$ cat src/rtl/instr_fetch_unit.sv
// Instruction fetch unit: one outstanding imem request feeding an in-order fetch queue.
// Define FETCH_SKID_BUFFER_EN for a two-entry queue; otherwise the queue is one entry.
module instr_fetch_unit #(
  parameter logic [31:0] RESET_PC = 32'h0000_0000
) (
  input  logic        clk,
  input  logic        rst,
  output logic        imem_req,
  output logic [31:0] imem_addr,
  input  logic        imem_ack,
  input  logic [31:0] imem_rdata,
  input  logic        redirect_valid,
  input  logic [31:0] redirect_pc,
  output logic        out_valid,
  input  logic        out_ready,
  output logic [31:0] out_instr,
  output logic [31:0] out_pc,
  output logic [31:0] out_pc_plus4
);

`ifdef FETCH_SKID_BUFFER_EN
  localparam int DEPTH = 2;
`else
  localparam int DEPTH = 1;
`endif
  localparam int CW = $clog2(DEPTH + 1);
  localparam int QW = DEPTH * 64;

  typedef enum logic [1:0] {
    S_IDLE,
    S_REQ,
    S_DRAIN
  } state_e;

  state_e        state_q, state_d;
  logic          req_q, req_d;
  logic [31:0]   addr_q, addr_d;
  logic [31:0]   fetch_pc_q, fetch_pc_d;
  logic [CW-1:0] occ_q, occ_d, occ_left;
  logic [QW-1:0] q_q, q_d;
  logic [QW-1:0] q_shift, wr_ext, wr_mask;
  logic [CW+5:0] wr_sh;
  logic          pop, push, issue;
  logic [31:0]   redir_tgt;
  logic          unused_pc_lsb;

  assign redir_tgt     = {redirect_pc[31:2], 2'b00};
  assign unused_pc_lsb = ^redirect_pc[1:0];

  assign pop      = (occ_q != '0) && out_ready;
  assign occ_left = occ_q - CW'(pop);
  assign issue    = (state_q == S_IDLE) && (occ_left < CW'(DEPTH))
                    && !redirect_valid;
  assign push     = (state_q == S_REQ) && imem_ack && !redirect_valid;

  always_comb begin
    state_d    = state_q;
    req_d      = req_q;
    addr_d     = addr_q;
    fetch_pc_d = fetch_pc_q;
    unique case (state_q)
      S_IDLE: begin
        if (issue) begin
          state_d = S_REQ;
          req_d   = 1'b1;
          addr_d  = fetch_pc_q;
        end
      end
      S_REQ: begin
        if (imem_ack) begin
          state_d    = S_IDLE;
          req_d      = 1'b0;
          fetch_pc_d = addr_q + 32'd4;
        end else if (redirect_valid) begin
          state_d = S_DRAIN;
        end
      end
      S_DRAIN: begin
        if (imem_ack) begin
          state_d = S_IDLE;
          req_d   = 1'b0;
        end
      end
      default: begin
        state_d = S_IDLE;
        req_d   = 1'b0;
      end
    endcase
    // A redirect always wins the next fetch address, even on an ack cycle
    if (redirect_valid) fetch_pc_d = redir_tgt;
  end

  // Queue is a shift register: head in the low 64 bits, tail written at occ_left
  assign wr_sh = {occ_left, 6'd0};

  always_comb begin
    q_shift = pop ? (q_q >> 64) : q_q;
    wr_ext  = QW'({imem_rdata, addr_q}) << wr_sh;
    wr_mask = QW'({64{1'b1}}) << wr_sh;
    q_d     = push ? ((q_shift & ~wr_mask) | wr_ext) : q_shift;
    occ_d   = redirect_valid ? '0 : occ_left + CW'(push);
  end

  always_ff @(posedge clk) begin
    if (rst) begin
      state_q    <= S_IDLE;
      req_q      <= 1'b0;
      addr_q     <= RESET_PC;
      fetch_pc_q <= RESET_PC;
      occ_q      <= '0;
      q_q        <= '0;
    end else begin
      state_q    <= state_d;
      req_q      <= req_d;
      addr_q     <= addr_d;
      fetch_pc_q <= fetch_pc_d;
      occ_q      <= occ_d;
      q_q        <= q_d;
    end
  end

  assign imem_req     = req_q;
  assign imem_addr    = addr_q;
  assign out_valid    = (occ_q != '0);
  assign out_instr    = q_q[63:32];
  assign out_pc       = q_q[31:0];
  assign out_pc_plus4 = q_q[31:0] + 32'd4;

endmodule

$ cat config.mk
export PLATFORM = sky130hd
export DESIGN_NAME = instr_fetch_unit
export DESIGN_NICKNAME = d
export VERILOG_FILES = /design/src/rtl/instr_fetch_unit.sv
export SDC_FILE = /design/constraint.sdc
export NUM_CORES = 1
export LEC_CHECK = 0
export CORE_AREA = 3 3 146 134
export CTS_CLUSTER_DIAMETER = 40
export DETAILED_ROUTE_END_ITERATION = 7
export DIE_AREA = 0 0 149 137
export SYNTH_ARGS = -nofsm -noshare
export SYNTH_HDL_FRONTEND = slang
export SYNTH_SLANG_ARGS = --single-unit
$ cat constraint.sdc
create_clock -name clk -period 4.1 [get_ports clk]
set_input_delay 0.82 -clock clk [delete_from_list [all_inputs] [get_ports clk]]
set_output_delay 0.82 -clock clk [all_outputs]
set_load 0.005 [all_outputs]
Word-level counts from Yosys, hierarchy flattened
Cells that the tools add are included.
{"block": "op_classes", "muxes": 13, "magnitude_cmp": 1, "eq_ne": 6, "reduce_logical": 16, "n_shift": 2, "add_sub_neg": 4, "bitwise_logic": 3}
{"op": "$mux 64", "n": 2}
{"op": "$mux 32", "n": 3}
{"op": "$add 32x3->32 const B", "n": 2}
{"op": "$and 64x64->64", "n": 1}
{"op": "$not 64->64", "n": 1}
{"op": "$or 64x64->64", "n": 1}
{"op": "$shl 64x7->64", "n": 1}
{"op": "$shl 64x7->64 const A", "n": 1}
{"op": "$mux 2", "n": 4}
{"op": "$reduce_and 2->1", "n": 4}
{"op": "$pmux 2 s3", "n": 1}
{"op": "$logic_and 1x1->1", "n": 5}
{"op": "$ne 2x2->1 const B", "n": 2}
{"op": "$reduce_bool 2->1", "n": 2}
{"op": "$reduce_or 2->1", "n": 2}
{"op": "$ne 3x3->1 const B", "n": 1}
{"op": "$reduce_and 3->1", "n": 1}
{"op": "$eq 2x1->1 const B", "n": 1}
{"op": "$eq 2x2->1 const B", "n": 1}
{"op": "$logic_not 2->1", "n": 1}
{"op": "$mux 1", "n": 2}
{"op": "$ne 2x1->1 const B", "n": 1}
{"op": "$pmux 1 s2", "n": 1}
{"op": "$add 1x1->1", "n": 1}
{"op": "3 further kinds", "n": 3}
{"block": "totals", "in_bits": 69, "elab_cells": 52, "out_inout_bits": 130, "register_bits": 132}

Depth between registers and ports, before layout
Gate-level depths: netlist (run 1).
{"block": "depth", "depth_word": 7, "depth_mapped": 8, "depth_no_buf": 6}

Worst setup path before layout (run 1)
No wires, ideal clock.
{"block": "synth_path", "path_kind": "register -> output", "from": "register q_q[11]", "to": "output port out_pc_plus4[31]", "path_buffers": 0, "stages_incl_launch_ff": 5, "path_slack_ns": 1.742, "t_required_ns": 3.280, "t_arrival_ns": 1.538, "path_cell_list": "dfxtp_1 nand3_1 nor4_2 nand4_1 xnor2_1"}
{"block": "synth_via", "elab_chain_len": 1}
{"element": "start: declaration", "line": "40", "source": "logic [QW-1:0] q_q, q_d;"}
{"element": "start signal: assignment", "line": "118", "source": "q_q <= q_d;"}
{"element": "$add 32x3->32", "line": "127", "source": "assign out_pc_plus4 = q_q[31:0] + 32'd4;"}
{"element": "end: declaration", "line": "18", "source": "output logic [31:0] out_pc_plus4"}
Every way passes these cells.

Worst setup path in the final report (run 1)
{"block": "layout_path", "from": "register q_q[4]", "to": "output port out_pc_plus4[21]"}
The elaborated chain is that of the path after synthesis.

==> impl_metrics.toml, run 1 <==
[place]
placed_cells = 1215
place.detailed.hpwl_um = 14600
gp_congestion = 0.773
port_buffers = 196

[sta]
final-hold-violation-count = 0
post-route-period-util = 0.890
fmax_mhz = 274
fin_setup_tns_ns = 0
finalHoldWorstSlack_ns = 0.448
worst_pin_slew_ns = 0.899
drv_slew = 0
timing.max_slew.rel_slack = 0.395
rsz0062_at_grt = "false"
finalClockSkew_ns = 0.00994
finalSetupViolCount = 0
fin_crit_ns = 3.65

[grt]
grt_usage = 0.205
grt_max_degree = 65
antenna_found_initial = 0
grt_pass1_vias = 5872
grt_pass1_wl_um = 33000
overflow = 0

[route]
drt_iter0_drc = 531
dr.pass1.iters = 5
postRouteAntennaNets = 0
wire_per_inst_um = 17.2
post_drt_via_cell_ratio = 5.20
drcViolationCount = 0
vias = 6482
routed_wl_um = 21500

[power_and_ir_drop]
powerDensity_nw_per_um2 = 368
p_leak_nw = 2.95
ir_drop_mv = 0.284

[synth]
synthCells = 823
yosysTopAreaCell = "dfxtp_1"
syn_avg_cell_area_um2 = 7.65
yosys.area.top_type_share = 0.420
synth_area_um2 = 6300
yosysWarnings = 0
ys_seq_area_frac = 0.420
syn-num-nets = 898
yosys_most_used_dff = "dfxtp_1"
ys_ff_latch = 132
synth-edff-count = 0
synth.distinct_cells = 58
synth.area.top_cells = "dfxtp_1, nand2_1, a21oi_1"
async_reset_ff_frac = 0

[cells_and_area]
nNetsFinal = 1064
final_layout_size_suffix_gt1_frac = 0.0579
multi_input_area_um2 = 3380
stdcell_count = 1247
area_delta_synth_final_pct = 43.5
ff_latch_area_um2 = 2640
nFillCells = 1767
antenna_cells = 0

[min_path]
hp-class = "register to register"

[setup_path]
cp.depth = 5
max_stage_delay_ns = 0.81
reg2regPathDepth = 5
required_ns = 3.28
critical_path_arrival_ns = 2.83
timing.rr.end = "fetch_pc_q[28]"
path_max_fanout = 7
cp_cell_sequence = "nand3_1 > nor4_1 > nand4_1 > xnor2_1 > clkdlybuf4s50_1"
crit_slowest_cell = "nor4_1"
crit_path_start = "q_q[4]"
r2r_start = "imem_addr[2]"
crit_family = "simple AND/OR/NAND/NOR gates"
start_kind = "register"
critPathCapture = "out_pc_plus4[21]"
regToRegSetupSlack_ns = 1.59
end_kind = "output port"
crit_type = "register to output port"
cp_num_buf_inv = 1

[floorplan]
row_count = 47
dieArea_um2 = 20400
die_x_um = 149
initial_core_util = 0.345
core-area_um2 = 18200
io_pins = 199
die_h_um = 137

[clocking]
cts.sinks = 132
cts_buffers = 17
cts_root_buf = "clkbuf_16"
worstSkewPairLatency_ns = 0.43
cts_resized = 0
cts_tree = "yes"
clk_pin_slew_worst_paths_ns = 0.06
cts_setup_buffers = 0
htreeDepth = 4
cts-hold-fix-buffers = 0
cts_buffer_depth = 2

[run]
maxCapViolCount = 0

[run_status]
status = "completed"
## metal layers
metal | wire length (um) | global-route usage | up-vias
met2 | 9410 | 0.300 | 226
met5 | 0 | 0 | -
met3 | 1510 | 0.0503 | 21
met1 | 10300 | 0.302 | 2994
li1 | - | - | 3241
met4 | 240 | 0.0488 | 0
## worst reg2reg max path: stages, from the launching register on
cell	delay (ns)
dfxtp_1	0.49
ha_1	0.27
nand3_2	0.21
or4_1	0.71
o311a_1	0.39
or3_1	0.33
## layout by cell type (no fill, tap or decap), types with 17 or more instances in the layout
cell,n
nand2_1,172
nor2_1,24
nand3_1,93
and2_1,17
clkdlybuf4s50_1,195
a21oi_1,113
xnor2_1,29
nand4_1,18
clkbuf_16,17
dfxtp_1,132
## worst min-delay path by stage
stage	depth (start not counted)	slack, ns	from	endpoint
after CTS	2	0.45	fetch_pc_q[10]	imem_addr[10]
after global placement	2	0.44	fetch_pc_q[7]	imem_addr[7]
final	2	0.45	fetch_pc_q[6]	imem_addr[6]
after floorplan	2	0.43	fetch_pc_q[12]	imem_addr[12]
after global routing	2	0.47	fetch_pc_q[14]	imem_addr[14]
after detailed placement	2	0.44	fetch_pc_q[8]	imem_addr[8]
## cells in the mapped netlist, types with 6 or more instances
cell,count
nand4_1,18
nand2_1,173
or3_1,9
dfxtp_1,132
a31oi_1,15
nor3_1,11
xor2_1,7
nor4_1,9
clkbuf_1,57
and3_1,8
o21ai_0,10
xnor2_1,29
o211ai_1,9
and2_1,17
nor2_1,24
ha_1,6
a21oi_1,113
nand3_1,94
inv_1,10
## report_power, final
part | switching [mW] | total, mW | internal, mW
registers | 0.0506 | 1.38 | 1.33
logic | 0.200 | 0.381 | 0.181
clock network | 0.576 | 1.56 | 0.980
total | 0.827 | 3.32 | 2.49
## cell families after synthesis
kind of cell	share of synthesized area
AO/OA/AOI/OAI	0.166
XOR/XNOR	0.0501
adder cells (fa/ha/maj)	0.0119
buffers and inverters	0.0467
flip-flops	0.420
AND/OR/NAND/NOR	0.306
## layout make-up
class,count,share of cell area
tap,245,0.0339
multi-input combinational,616,0.374
timing repair buffer,211,0.229
inverter,11,0.00457
sequential,132,0.293
clock inverter,11,0.0147
clock buffer,21,0.0510
## metrics by stage
step,power (mW),setup WS (ns),cell area [um2],util
2_1_floorplan,1.59,1.74,6300,-
3_3_place_gp,1.79,0.875,8440,0.463
3_5_place_dp,1.79,0.826,8440,0.463
4_1_cts,3.35,0.370,9030,0.496
5_1_grt,3.45,0.162,9030,0.496
6_report,3.32,0.452,9030,0.496
## flip-flops by register name (all words and copies together) (netlist names)
signal,count
q_q,64
state_q,2
imem_req,1
out_valid,1
imem_addr,32
fetch_pc_q,32
Power figures use the tool's default switching activity.
==> run 2, diff against run 1 <==
==> constraint.sdc (replaced) <==
create_clock -name clk -period 3.75 [get_ports clk]
set_input_delay 0.75 -clock clk [delete_from_list [all_inputs] [get_ports clk]]
set_output_delay 0.75 -clock clk [all_outputs]
set_load 0.005 [all_outputs]
==> impl_metrics.toml, run 2 (synthesis gave the netlist of run 1 again) <==
[min_path]
hp-class = "register to register"
worstHoldStart = "fetch_pc_q[16]"
whs_endpoint = "imem_addr[16]"
min_path_cells = 2

[sta]
finalClockSkew_ns = 0.0107
fin_setup_tns_ns = 0
drv_slew = 0
fin_crit_ns = 3.44
timing.max_slew.rel_slack = 0.456
fmax_mhz = 290
finalSetupViolCount = 0
worst_pin_slew_ns = 0.809
rsz0062_at_grt = "false"
post-route-period-util = 0.918
final-hold-violation-count = 0

[clocking]
worstSkewPairLatency_ns = 0.42
cts-hold-fix-buffers = 0
cts_setup_buffers = 0
cts_resized = 0
cts_buffer_depth = 2
cts_root_buf = "clkbuf_16"
clk_pin_slew_worst_paths_ns = 0.06
htreeDepth = 4
cts_tree = "yes"
cts.sinks = 132
cts_buffers = 17

[floorplan]
die_x_um = 149
io_pins = 199
die_h_um = 137
initial_core_util = 0.345
dieArea_um2 = 20400
core-area_um2 = 18200
row_count = 47

[power_and_ir_drop]
ir_drop_mv = 0.299
powerDensity_nw_per_um2 = 414
p_leak_nw = 3.02
combinationalPowerShare = 0.111
p_sw_mw = 0.911
switching_share = 0.239
power.share.clock = 0.491
p_int_mw = 2.89
seqPwrFrac = 0.398

[cells_and_area]
nNetsFinal = 1073
final_common_cell = "clkdlybuf4s50_1"
layout_common_cells = "clkdlybuf4s50_1, nand2_1, dfxtp_1"
largest_reg_flops = 64
ff_latch_area_um2 = 2640
multi_input_area_um2 = 3380
nFillCells = 1815
final_layout_size_suffix_gt1_frac = 0.0682
area_delta_synth_final_pct = 45.9
regMostFlops = "q_q"
antenna_cells = 0
stdcell_count = 1256

[setup_path]
timing.rr.end = "fetch_pc_q[28]"
crit_slowest_cell = "clkdlybuf4s50_1"
start_kind = "register"
critical_path_arrival_ns = 2.69
reg2regPathDepth = 5
crit_type = "register to output port"
r2r_start = "imem_addr[2]"
path_max_fanout = 6
max_stage_delay_ns = 0.53
crit_path_start = "q_q[2]"
required_ns = 3.00
cp_cell_sequence = "ha_1 > nand4_1 > nor3_1 > nand3_1 > xnor2_1 > clkdlybuf4s50_1"
end_kind = "output port"
regToRegSetupSlack_ns = 1.33

[route]
wire_per_inst_um = 16.9
post_drt_via_cell_ratio = 5.17
drt_iter0_drc = 481
vias = 6497
dr.pass1.iters = 5
postRouteAntennaNets = 0
routed_wl_um = 21300
drcViolationCount = 0

[run]
maxCapViolCount = 0

[grt]
overflow = 0
grt_usage = 0.206
antenna_found_initial = 0
grt_max_degree = 65
grt_pass1_wl_um = 33700
grt_pass1_vias = 6238

[place]
port_buffers = 196
place.detailed.hpwl_um = 14700
gp_congestion = 0.799
placed_cells = 1224

[run_status]
status = "completed"
## run 2: changes by cell type in the layout (fill, tap and decap cells not counted)
cell	delta
buf_12	+1
bufinv_16	+2
clkinvlp_4	+2
clkbuf_1	-2
clkinv_2	-5
clkinv_4	+1
inv_6	+1
buf_4	+8
clkbuf_8	+1
## run 2: layer usage
layer	global-route usage	routed length, um	vias to the layer above
met1	0.289	10200	3002
met4	0.0508	165	0
met5	0	0	-
li1	-	-	3257
met3	0.0513	1500	16
met2	0.318	9370	222
## run 2: worst max-delay path by stage
stage | depth (start not counted) | to | slack, ns
floorplan | 4 | out_pc_plus4[31] | 1.46
global placement | 6 | out_pc_plus4[18] | 0.85
detailed placement | 6 | out_pc_plus4[20] | 0.79
CTS | 6 | out_pc_plus4[20] | 0.29
global route | 6 | out_pc_plus4[20] | 0.15
finish | 6 | out_pc_plus4[20] | 0.31
## run 2: layout make-up
cell class                 count  share of cell area
clock buffer                  20              0.0508
clock inverter                12              0.0218
inverter                      11             0.00449
multi-input combinational    616               0.368
sequential                   132               0.288
tap                          245              0.0334
timing repair buffer         220               0.234
## run 2: stage by stage
step | cell area, um2 | util | hold WS, ns | power (mW) | setup slack [ns]
2_1_floorplan | 6300 | - | 0.429 | 1.74 | 1.46
5_1_grt | 9190 | 0.504 | 0.463 | 3.96 | 0.146
3_5_place_dp | 8520 | 0.467 | 0.443 | 1.97 | 0.795
6_report | 9190 | 0.504 | 0.449 | 3.81 | 0.306
3_3_place_gp | 8520 | 0.467 | 0.439 | 1.97 | 0.847
4_1_cts | 9190 | 0.504 | 0.451 | 3.84 | 0.293
## run 2: power groups by stage
| stage | clock, mW | sequential [mW] | combinational [mW] |
|---|---|---|---|
| 6_report | 1.87 | 1.52 | 0.422 |
| 5_1_grt | 1.97 | 1.52 | 0.464 |
| 4_1_cts | 1.90 | 1.51 | 0.426 |
| 3_5_place_dp | 0 | 1.54 | 0.424 |
| 3_3_place_gp | 0 | 1.54 | 0.423 |
| 2_1_floorplan | 0 | 1.53 | 0.213 |
## run 2: critical path, delay by kind of cell, from the launching register on
family                     cells  cell delay, ns
DFF                            1            0.42
buffers and inverters          1            0.53
adders and majority gates      1            0.26
and+or+nand+nor                3            0.87
xor gates and xnor gates       1            0.18
==> run 3, diff against run 2 <==
--- a/config.mk
+++ b/config.mk
@@ -5,10 +5,13 @@
 export SDC_FILE = /design/constraint.sdc
 export NUM_CORES = 1
 export LEC_CHECK = 0
-export CORE_AREA = 3 3 146 134
+export CELL_PAD_IN_SITES_DETAIL_PLACEMENT = 0
+export CELL_PAD_IN_SITES_GLOBAL_PLACEMENT = 1
+export CORE_AREA = 3 3 143 145
 export CTS_CLUSTER_DIAMETER = 40
 export DETAILED_ROUTE_END_ITERATION = 7
-export DIE_AREA = 0 0 149 137
+export DIE_AREA = 0 0 146 148
+export PLACE_DENSITY_LB_ADDON = 0.1
 export SYNTH_ARGS = -nofsm -noshare
 export SYNTH_HDL_FRONTEND = slang
 export SYNTH_SLANG_ARGS = --single-unit
==> impl_metrics.toml, run 3 (synthesis gave the netlist of run 1 again) <==
[cells_and_area]
nNetsFinal = 1073
layout_common_cells = "clkdlybuf4s50_1, nand2_1, dfxtp_1"
final_common_cell = "clkdlybuf4s50_1"
final_layout_size_suffix_gt1_frac = 0.0692
largest_reg_flops = 64
regMostFlops = "q_q"
area_delta_synth_final_pct = 45.2
antenna_cells = 0
nFillCells = 2008

[floorplan]
die_h_um = 148
die_x_um = 146
initial_core_util = 0.326
io_pins = 199
core-area_um2 = 19300
dieArea_um2 = 21600
row_count = 51

[clocking]
htreeDepth = 4
cts_tree = "yes"
worstSkewPairLatency_ns = 0.42
cts_buffers = 17
cts_root_buf = "clkbuf_16"
cts-hold-fix-buffers = 0
clk_pin_slew_worst_paths_ns = 0.06
cts_buffer_depth = 2
cts_setup_buffers = 0
cts.sinks = 132

[setup_path]
path_max_fanout = 6
end_kind = "output port"
cp_cell_sequence = "ha_1 > nand4_1 > nor3_1 > nand4_1 > xnor2_1 > clkdlybuf4s50_1"
crit_slowest_cell = "clkdlybuf4s50_1"
max_stage_delay_ns = 0.54
timing.rr.end = "fetch_pc_q[28]"
critical_path_arrival_ns = 2.70
reg2regPathDepth = 5
r2r_start = "imem_addr[2]"
crit_type = "register to output port"
crit_top_cell = "nand4_1"
start_kind = "register"
regToRegSetupSlack_ns = 1.27
required_ns = 3.00

[grt]
antenna_found_initial = 0
grt_max_degree = 65
grt_pass1_wl_um = 35100
grt_usage = 0.201
overflow = 0
grt_pass1_vias = 6355

[place]
place.detailed.hpwl_um = 15000
place_ws_ns = 0.669
port_buffers = 196
gp_congestion = 0.762

[route]
wire_per_inst_um = 17.4
post_drt_via_cell_ratio = 5.14
dr.pass1.iters = 4
vias = 6553
drt_iter0_drc = 317
routed_wl_um = 22200
drcViolationCount = 0
postRouteAntennaNets = 0

[sta]
finalWorstSetupSlack_ns = 0.298
rsz0062_at_grt = "false"
worst_pin_slew_ns = 0.782
final-hold-violation-count = 0
fmax_mhz = 290
fin_setup_tns_ns = 0
timing.max_slew.rel_slack = 0.474
post-route-period-util = 0.921
finalClockSkew_ns = 0.00993
finalSetupViolCount = 0
drv_slew = 0
fin_crit_ns = 3.45

[power_and_ir_drop]
p_leak_nw = 2.99
powerDensity_nw_per_um2 = 394
ir_drop_mv = 0.331

[run_status]
status = "completed"

[min_path]
worstHoldStart = "fetch_pc_q[23]"
min_path_cells = 2
whs_endpoint = "imem_addr[23]"
hp-class = "register to register"

[run]
maxCapViolCount = 0
[run 3: cell types whose count changed in the layout (fill, tap and decap cells not counted), moves of 2 or more]
cell | previous run | this run
bufinv_16 | 5 | 2
clkbuf_8 | 3 | 0
clkinv_2 | 2 | 4
inv_6 | 1 | 4
[run 3: how the worst max path moves through the flow]
stage | slack [ns] | startpoint | endpoint | cells after the start
floorplan | 1.46 | q_q[11] | out_pc_plus4[31] | 4
global placement | 0.70 | q_q[2] | out_pc_plus4[30] | 6
detailed placement | 0.67 | q_q[2] | out_pc_plus4[30] | 6
CTS | 0.19 | q_q[2] | out_pc_plus4[30] | 6
global route | 0.15 | q_q[2] | out_pc_plus4[20] | 6
finish | 0.30 | q_q[2] | out_pc_plus4[18] | 6
[run 3: power by group]
group | internal [mW] | switching, mW | total (mW)
Combinational | 0.205 | 0.224 | 0.429
Sequential | 1.46 | 0.0544 | 1.51
Clock | 0.983 | 0.679 | 1.66
Total | 2.64 | 0.957 | 3.60
[run 3: area by class of cell]
cell class	instances	area, um2	share of cell area
Clock buffer	17	425	0.0465
Clock inverter	15	155	0.0170
Inverter	11	41.3	0.00452
Multi-Input combinational cell	616	3380	0.370
Sequential cell	132	2640	0.289
Tap cell	265	332	0.0363
Timing Repair Buffer	220	2160	0.237
[run 3: stage by stage]
step / power [mW] / hold slack (ns) / cells / area (um2) / utilization
floorplan: 1.74 / 0.429 / 823 / 6300 / -
global placement: 1.98 / 0.441 / 1244 / 8560 / 0.443
detailed placement: 1.98 / 0.443 / 1244 / 8560 / 0.443
CTS: 3.65 / 0.451 / 1276 / 9140 / 0.473
global route: 3.76 / 0.468 / 1276 / 9140 / 0.473
finish: 3.60 / 0.447 / 1276 / 9140 / 0.473
[run 3: repair_timing]
| action | 4_1_cts | 5_1_grt |
|---|---|---|
| endpoints found under the setup margin | 0 | 3 |
| endpoints found under the hold margin | 0 | 0 |
| resized for setup | 0 | 1 |
[run 3: per-layer routing]
layer  vias to the layer above  GRT usage  share of wire
met2                       149      0.338           0.49
met1                      3132      0.258           0.44
met5                         -          0              0
met3                        12     0.0592          0.060
met4                         0     0.0428         0.0074
li1                       3260          -              -
[run 3: worst max-delay path: cells and delay by family (launching register included)]
kind,cells,cell delay [ns]
fa+ha+maj,1,0.28
buf+inv,1,0.54
simple gates,3,0.86
xor+xnor,1,0.15
flops,1,0.44
